[config.mk]
export PLATFORM = sky130hd
export DESIGN_NAME = request_dispatcher
export DESIGN_NICKNAME = d
export VERILOG_FILES = /design/src/rtl/request_dispatcher.sv
export SDC_FILE = /design/constraint.sdc
export NUM_CORES = 1
export LEC_CHECK = 0
export ABC_AREA = 1
export ABC_CLOCK_PERIOD_IN_PS = 3900
export BUFFER_PORTS_ARGS = -buffer_cell sky130_fd_sc_hd__buf_4
export CAP_MARGIN = 15
export CORE_ASPECT_RATIO = 0.75
export CORE_UTILIZATION = 59
export DETAILED_ROUTE_END_ITERATION = 8
export HOLD_SLACK_MARGIN = 0.12
export PLACE_DENSITY = 0.79
export SKIP_LAST_GASP = 1
export SLEW_MARGIN = 20
export SYNTH_ARGS = -nofsm -noshare
export SYNTH_HDL_FRONTEND = slang
export SYNTH_SLANG_ARGS = --single-unit
export TNS_END_PERCENT = 10
[constraint.sdc]
create_clock -name clk -period 3.9 [get_ports clk]
set_input_delay 0.195 -clock clk [delete_from_list [all_inputs] [get_ports clk]]
set_output_delay 0.195 -clock clk [all_outputs]
set_load 0.05 [all_outputs]
[src/rtl/request_dispatcher.sv]
`default_nettype none
// ============================================================================
//  Module      : request_dispatcher
//  Description : Drains request_queue in arrival order. Stored slot ids are
//                kept in an order FIFO, popped from the queue, and the
//                returned payload is presented with its slot id on a
//                valid/ready stream through a 2-entry output buffer.
//  Revision    : 1.0  initial release
// ============================================================================
module request_dispatcher #(
  parameter int DATA_WIDTH = 8,
  parameter int LSIZE      = 4
) (
  input  logic                  clk,
  input  logic                  reset,
  input  logic                  slot_valid_in,
  input  logic [LSIZE-1:0]      slot_id_in,
  output logic                  pop_en_out,
  output logic [LSIZE-1:0]      pop_slot_id_out,
  input  logic [DATA_WIDTH-1:0] pop_data_in,
  output logic                  out_valid,
  input  logic                  out_ready,
  output logic [DATA_WIDTH-1:0] out_data,
  output logic [LSIZE-1:0]      out_slot_id,
  output logic [LSIZE:0]        pending_count,
  output logic                  error
);

  localparam int            DEPTH    = 2 ** LSIZE;
  localparam logic [LSIZE:0] FULL_CNT = {1'b1, {LSIZE{1'b0}}};

  // Order FIFO storage and pointers
  logic [LSIZE-1:0] fifo_mem_q [DEPTH];
  logic [LSIZE-1:0] wr_ptr_q, rd_ptr_q;
  logic [LSIZE:0]   cnt_q, cnt_d;
  logic             error_q;

  // Issue stage: one pop may be outstanding while the queue RAM read lands
  logic             inflight_q;
  logic [LSIZE-1:0] id_dly_q;

  // Two-entry output buffer
  logic [DATA_WIDTH-1:0] obuf_data_q [2];
  logic [LSIZE-1:0]      obuf_id_q   [2];
  logic                  ohead_q;
  logic [1:0]            ocnt_q, ocnt_d;

  logic       fifo_empty, fifo_full, push_ok, deq, enq, otail;
  logic [2:0] occ;

  // Issue decision, FIFO/buffer bookkeeping and output muxing
  always_comb begin
    fifo_empty      = (cnt_q == '0);
    fifo_full       = (cnt_q == FULL_CNT);
    push_ok         = slot_valid_in && !fifo_full;
    out_valid       = (ocnt_q != 2'd0);
    deq             = out_valid && out_ready;
    enq             = inflight_q;
    // Buffer occupancy after this cycle's dequeue, counting the pending read;
    // using the same-cycle dequeue lets a pop issue every cycle under ready.
    occ             = {1'b0, ocnt_q} + {2'b00, inflight_q} - {2'b00, deq};
    pop_en_out      = !fifo_empty && (occ < 3'd2);
    pop_slot_id_out = fifo_empty ? '0 : fifo_mem_q[rd_ptr_q];
    cnt_d           = cnt_q + {{LSIZE{1'b0}}, push_ok} - {{LSIZE{1'b0}}, pop_en_out};
    ocnt_d          = ocnt_q + {1'b0, enq} - {1'b0, deq};
    // With two entries held the tail index coincides with the head slot,
    // which is only written when that head is being dequeued.
    otail           = ohead_q ^ ocnt_q[0];
    out_data        = out_valid ? obuf_data_q[ohead_q] : '0;
    out_slot_id     = out_valid ? obuf_id_q[ohead_q]   : '0;
    pending_count   = cnt_q;
    error           = error_q;
  end

  // Order FIFO storage write; contents are don't-care while empty
  always_ff @(posedge clk) begin
    if (push_ok) begin
      fifo_mem_q[wr_ptr_q] <= slot_id_in;
    end
  end

  // Order FIFO pointers, count and sticky overflow flag
  always_ff @(posedge clk) begin
    if (reset) begin
      wr_ptr_q <= '0;
      rd_ptr_q <= '0;
      cnt_q    <= '0;
      error_q  <= 1'b0;
    end else begin
      if (push_ok) begin
        wr_ptr_q <= wr_ptr_q + 1'b1;
      end
      if (pop_en_out) begin
        rd_ptr_q <= rd_ptr_q + 1'b1;
      end
      cnt_q <= cnt_d;
      if (slot_valid_in && fifo_full) begin
        error_q <= 1'b1;
      end
    end
  end

  // Track the outstanding queue read and the slot id it belongs to
  always_ff @(posedge clk) begin
    if (reset) begin
      inflight_q <= 1'b0;
      id_dly_q   <= '0;
    end else begin
      inflight_q <= pop_en_out;
      id_dly_q   <= pop_slot_id_out;
    end
  end

  // Output buffer: capture returned payload at the tail, retire at the head
  always_ff @(posedge clk) begin
    if (reset) begin
      ohead_q        <= 1'b0;
      ocnt_q         <= 2'd0;
      obuf_data_q[0] <= '0;
      obuf_data_q[1] <= '0;
      obuf_id_q[0]   <= '0;
      obuf_id_q[1]   <= '0;
    end else begin
      if (enq) begin
        obuf_data_q[otail] <= pop_data_in;
        obuf_id_q[otail]   <= id_dly_q;
      end
      if (deq) begin
        ohead_q <= ~ohead_q;
      end
      ocnt_q <= ocnt_d;
    end
  end

endmodule
`default_nettype wire
* Word level (Yosys, flattened, before mapping) *
Memory sizes are Yosys's and may differ from the RTL's. A register that Yosys moved wholly into a read port is not among the register bits.
Cells that the tools add are included.

storage, ports and cells
  register bits after elaboration = 22
  memory bits (writable) = 88
  bits of input ports = 16
  output and inout port bits = 24
  logic and storage cells = 55
  memories kept = 3

memories
  memory       words  bits a word  rd ports  clocked after Yosys merged registers in  wr ports  RTL line  RTL
  fifo_mem_q   16     4            1         1                                        1         33        logic [LSIZE-1:0] fifo_mem_q [DEPTH];
  obuf_data_q  2      8            1         1                                        2         43        logic [DATA_WIDTH-1:0] obuf_data_q [2];
  obuf_id_q    2      4            1         1                                        2         44        logic [LSIZE-1:0] obuf_id_q [2];

cells by class
  add/subtract/negate cells = 8
  order comparisons = 1
  equal/unequal tests = 1
  multiplexer cells = 22
  bitwise gates (word level) = 2
  reduce and logical (&&, ||, !) cells = 10

operator list
  cell                   number
  $mux W4                5
  $mux W8                2
  $mux W1                15
  $add A4 B1 Y4 const B  2
  $reduce_or A8 Y1       1
  $add A5 B1 Y5          1
  $eq A5 B5 Y1 const B   1
  $logic_not A5 Y1       1
  $sub A5 B1 Y5          1
  $logic_and A1 B1 Y1    4
  $reduce_or A4 Y1       1
  $add A2 B1 Y3          1
  $lt A3 B2 Y1 const B   1
  $sub A3 B1 Y3          1
  $add A2 B1 Y2          1
  $logic_not A1 Y1       2
  $reduce_bool A2 Y1     1
  $sub A2 B1 Y2          1
  $not A1 Y1             1
  $xor A1 B1 Y1          1

* Longest topological paths before layout *
  depth after elaboration = 7
  gate-level depth with buffers = 21

* Least setup slack after synthesis *
OpenSTA, ideal clock, no wires.

  kind = reg2reg
  start point = reg ocnt_q[1]
  end point = reg cnt_q[4], in the netlist pending_count[4]
  library setup time = 0.070 ns
  arrival time = 4.011 ns
  slack = -0.181 ns
  cell stages (with the launch flop) = 22
  clock period less this slack = 4.081 ns
  path through = dfxtp_1 nor2_1 inv_1 nand2_1 inv_1 ha_1 inv_1 ha_1 fa_1 inv_1 o21ai_0 a21oi_1 nand2_1 inv_1 ha_1 inv_1 ha_1 inv_1 fa_1 o31ai_1 o21ai_0 a21oi_1

on the way
  cells in the longest elaborated chain, start to end = 6
  elaborated cells on any way between the ends = 7
  those cells by class = add/sub (3); order compare (1); reduce/logical (3)

ends and longest elaborated chain
  item                    RTL line  RTL
  from (decl)             46        logic [1:0] ocnt_q, ocnt_d;
  from (signal assigned)  131       ocnt_q <= ocnt_d;
  $reduce_bool A2 Y1      56        out_valid = (ocnt_q != 2'd0);
  net out_valid           21        output logic out_valid,
  $logic_and A1 B1 Y1     57        deq = out_valid && out_ready;
  net deq                 48        logic fifo_empty, fifo_full, push_ok, deq, enq, otail;
  $sub A3 B1 Y3           61        occ = {1'b0, ocnt_q} + {2'b00, inflight_q} - {2'b00, deq};
  net occ[1]              49        logic [2:0] occ;
  $lt A3 B2 Y1            62        pop_en_out = !fifo_empty && (occ < 3'd2);
  $logic_and A1 B1 Y1     62
  net pop_en_out          18        output logic pop_en_out,
  $sub A5 B1 Y5           64        cnt_d = cnt_q + {{LSIZE{1'b0}}, push_ok} - {{LSIZE{1'b0}}, pop_en_out};
  to (signal assigned)    96        cnt_q <= cnt_d;
  to (decl)               35        logic [LSIZE:0] cnt_q, cnt_d;

The timed path passes the listed nets, and every way through them passes these cells.
A chain may end at the register's enable or synchronous reset.

* Worst setup path after layout *
  start point = reg ocnt_q[1]
  end point = reg cnt_q[4], in the netlist pending_count[4]

on the way
  cells in the longest elaborated chain, start to end = 6
  elaborated cells on any way between the ends = 7
  those cells by class = add/sub (3); order compare (1); reduce/logical (3)

ends and longest elaborated chain
  item                 RTL line
  $reduce_bool A2 Y1   56
  $logic_and A1 B1 Y1  57
  net deq              48
  $sub A3 B1 Y3        61
  net occ[1]           49
  $lt A3 B2 Y1         62
  $logic_and A1 B1 Y1  62
  $sub A5 B1 Y5        64

The timed path passes the listed nets, and every way through them passes these cells.

==> results.py <==
metrics = {
    "run_status": {
        "outcome": "finished clean",
    },
    "worst_setup_path": {
        "r2r_setup_slack_ns": 0.23,
        "reg2reg_to": "pending_count[4]",
        "crit_path_start": "ocnt_q[1]",
        "critical_path_class": "register to register",
        "crit_path_start_kind": "register",
        "critical_path.reg2reg.startpoint": "ocnt_q[1]",
        "crit_path_end_kind": "register",
        "cp_data_arrival_time_ns": 4.12,
        "crit_fanout": 5,
        "cell_count_of_the_worst_reg_to_reg_path": 21,
        "critPathCapture": "pending_count[4]",
        "critPathRequiredTime_ns": 4.35,
    },
    "power": {
        "clkPwrFrac_pct": 30.6,
        "vdd.ir_drop.worst_uv": 662,
        "leakagePower_nw": 2.46,
        "power_frac_comb_pct": 34.1,
        "power.density_nw_per_um2": 756,
        "net-switching-power_mw": 1.69,
        "p_int_mw": 2.82,
        "power_frac_seq_pct": 35.3,
        "power_switching_share_pct": 37.5,
    },
    "synthesis": {
        "postSynth.topFlopCell": "sky130_fd_sc_hd__edfxtp_1",
        "synthesis_warnings": 0,
        "netlist_cell_types": 25,
        "synth_edf_count": 88,
        "synthesis.instances": 483,
        "synth-async-reset-ratio_pct": 0,
        "synth_top_area_cell": "sky130_fd_sc_hd__edfxtp_1",
        "yosysMostFrequentCell": "sky130_fd_sc_hd__nand2_1",
        "syn-num-nets": 514,
        "synth_common_cells": "121 x sky130_fd_sc_hd__nand2_1, 88 x sky130_fd_sc_hd__edfxtp_1, 54 x sky130_fd_sc_hd__nor2_1",
        "synth.top_cells.by_area": "sky130_fd_sc_hd__edfxtp_1 53%, sky130_fd_sc_hd__dfxtp_1 11%, sky130_fd_sc_hd__nand2_1 9.1%",
        "seq_area_frac_synth_pct": 63.9,
        "synthesis.area_sq_um": 4980,
        "yosysTopAreaCellShare_pct": 53.0,
        "synth.ff_latch_count": 115,
        "synth_area_per_cell_sq_um": 10.3,
    },
    "sta": {
        "hold_viol_final": 0,
        "final_setup_violation_count": 0,
        "finalCriticalPeriod_ns": 3.67,
        "maxSlewHeadroom_pct": 49.3,
        "worstMarginPinSlew_ns": 0.760,
        "max_freq_mhz": 272,
        "slew_violations": 0,
        "clock_skew_ns": 0.00668,
        "final.period_utilization_pct": 94.2,
    },
    "flow_run": {
        "maxCapViolCount": 0,
    },
    "clocking": {
        "cts_num_sinks": 115,
        "worst_skew_pair.late_latency_ns": 0.51,
        "cts_root_buf": "sky130_fd_sc_hd__clkbuf_8",
        "clkSlewWorstSetupHoldPaths_ns": 0.05,
        "cts_made_buffers": 17,
        "tritoncts": "done",
        "cts-root-to-sink-buffers": 2,
        "cts_max_level": 4,
    },
    "cells_and_area": {
        "drive_gt1_share_pct": 15.5,
        "fin_area_sq_um": 5970,
        "area_growth_from_synthesis_to_final_layout_pct": 19.9,
        "stdcell_count": 659,
        "number_of_diodes": 0,
        "finalNetCount": 572,
    },
    "route": {
        "dr_total_vias": 3542,
        "drtPass1Iterations": 5,
        "drc": 0,
        "route.detailed.wl_per_inst_microns": 16.0,
        "drtAntennaViolNets": 0,
        "detailedRoute.firstIterationViolations": 327,
        "vias_per_inst": 5.37,
        "routed_wl_mm": 10.5,
    },
    "global_route": {
        "grt_first_pass_wirelength_mm": 16.3,
        "first_global_vias": 3365,
        "largest_net_degree_at_the_start_of_global_routing": 33,
        "globalRouteTotalUtil_pct": 25.6,
        "antenna_found_initial": 0,
        "grt.overflow.total": 0,
    },
    "min_path": {
        "min_path_type": "register to register",
        "worst_hold_startpoint": "error",
    },
    "die": {
        "num_rows": 28,
        "core_area_sq_um": 8020,
        "die_height_microns": 81.6,
        "die_area_sq_um": 8820,
        "start_util_pct": 62.1,
        "die_w_microns": 108,
        "top_level_ports": 40,
    },
    "placed_design": {
        "place_area_sq_um": 5280,
        "detailedPlacementHpwl_mm": 6.89,
        "place_congestion": 0.838,
        "io_buffer_count": 39,
        "placed_cells_incl_taps": 611,
    },
}
worst min-delay path by stage:
| stage | end | slack, ns | depth (start not counted) |
|---|---|---|---|
| after floorplan | wr_ptr_q[2] | 0.26 | 1 |
| after global placement | error | 0.45 | 1 |
| after detailed placement | error | 0.48 | 1 |
| after CTS | pending_count[1] | 0.49 | 3 |
| after global routing | pending_count[1] | 0.51 | 3 |
| final | error | 0.49 | 1 |
through the flow:
stage	setup TNS [ns]	total power, mW	utilization [%]	setup WS [ns]	hold WS [ns]
after global placement	0	3.03	65.8	0.333	0.452
after CTS	0	4.48	74.3	0.113	0.486
final	0	4.52	74.5	0.225	0.492
after detailed placement	0	3.10	65.8	0.129	0.484
after floorplan	0	2.73	-	0.00906	0.264
after global routing	-0.0299	4.73	74.5	-0.0299	0.511
sequential cells by signal (all words and copies together), names as in the netlist, named ones only:
signal / flops
id_dly_q: 4
error: 1
obuf_id_q: 8
obuf_data_q: 16
enq: 1
rd_ptr_q: 4
fifo_mem_q: 64
ohead_q: 1
wr_ptr_q: 4
ocnt_q: 2
pending_count: 5
layer usage:
layer | up-vias | part of all wire (%) | track usage [%]
met3 | 14 | 7.3 | 8.17
li1 | 1714 | - | -
met5 | - | 0 | 0
met1 | 1671 | 44 | 34.2
met2 | 143 | 47 | 40.6
met4 | 0 | 0.92 | 7.12
repair_timing:
action / in CTS / in global routing
endpoints found under the setup margin: 0 / 1
buffers inserted: 0 / 1
hold buffers: 15 / 0
resized for setup: 0 / 2
endpoints found under the hold margin: 100 / 0
power groups by stage:
stage	sequential, mW	clock [mW]	combinational, mW
after global routing	1.61	1.44	1.68
after CTS	1.59	1.39	1.50
after global placement	1.60	0	1.42
after floorplan	1.62	0	1.12
final	1.59	1.38	1.54
after detailed placement	1.61	0	1.48
worst max-delay path, cell delays in order (launching register included):
cell	delay, ns
sky130_fd_sc_hd__dfxtp_1	0.33
sky130_fd_sc_hd__nor2_2	0.14
sky130_fd_sc_hd__inv_2	0.04
sky130_fd_sc_hd__nand2_1	0.05
sky130_fd_sc_hd__inv_1	0.07
sky130_fd_sc_hd__ha_1	0.28
sky130_fd_sc_hd__inv_1	0.04
sky130_fd_sc_hd__ha_1	0.18
sky130_fd_sc_hd__fa_1	0.49
sky130_fd_sc_hd__inv_1	0.05
sky130_fd_sc_hd__o21ai_0	0.07
sky130_fd_sc_hd__a21oi_1	0.08
sky130_fd_sc_hd__nand2_2	0.12
sky130_fd_sc_hd__clkinvlp_4	0.15
sky130_fd_sc_hd__ha_1	0.29
sky130_fd_sc_hd__inv_1	0.06
sky130_fd_sc_hd__ha_1	0.15
sky130_fd_sc_hd__inv_1	0.06
sky130_fd_sc_hd__fa_1	0.43
sky130_fd_sc_hd__o31ai_2	0.29
sky130_fd_sc_hd__o21ai_0	0.12
sky130_fd_sc_hd__a21oi_1	0.12
cell type report:
class | count | area, sq um
Clock buffer | 26 | 478
Clock inverter | 6 | 55.1
Fill cell | 530 | 2050
Inverter | 50 | 199
Multi-Input combinational cell | 300 | 1460
Sequential cell | 115 | 3180
Tap cell | 105 | 131
Timing Repair Buffer | 57 | 465
logic make-up (layout without fill, tap and decap cells):
logic type | after synthesis | in the layout | share of synthesized area [%]
buffers and inverters | 68 | 139 | 6.96
XOR/XNOR | 5 | 5 | 0.879
AO/OA/AOI/OAI | 38 | 38 | 3.92
flip-flops | 115 | 115 | 63.9
AND/OR/NAND/NOR | 242 | 242 | 20.3
adder cells (fa/ha/maj) | 15 | 15 | 4.07
layout by cell type, fill, tap and decap left out, types with 3 or more instances in the layout:
master                          netlist  final
sky130_fd_sc_hd__a21oi_1             27     27
sky130_fd_sc_hd__o21ai_0              9      9
sky130_fd_sc_hd__clkbuf_1             5      6
sky130_fd_sc_hd__nand2_2             11     12
sky130_fd_sc_hd__buf_4                1     42
sky130_fd_sc_hd__dlygate4sd3_1        0     15
sky130_fd_sc_hd__dfxtp_1             27     27
sky130_fd_sc_hd__clkinv_2             0      5
sky130_fd_sc_hd__edfxtp_1            88     88
sky130_fd_sc_hd__nand2_1            121    120
sky130_fd_sc_hd__inv_1               48     46
sky130_fd_sc_hd__clkbuf_8             0      4
sky130_fd_sc_hd__nor2_1              54     53
sky130_fd_sc_hd__ha_1                13     13
sky130_fd_sc_hd__clkbuf_16            0     16
sky130_fd_sc_hd__xor2_1               3      3
sky130_fd_sc_hd__nand3_1             52     52
(Power assumes the default switching activity.)
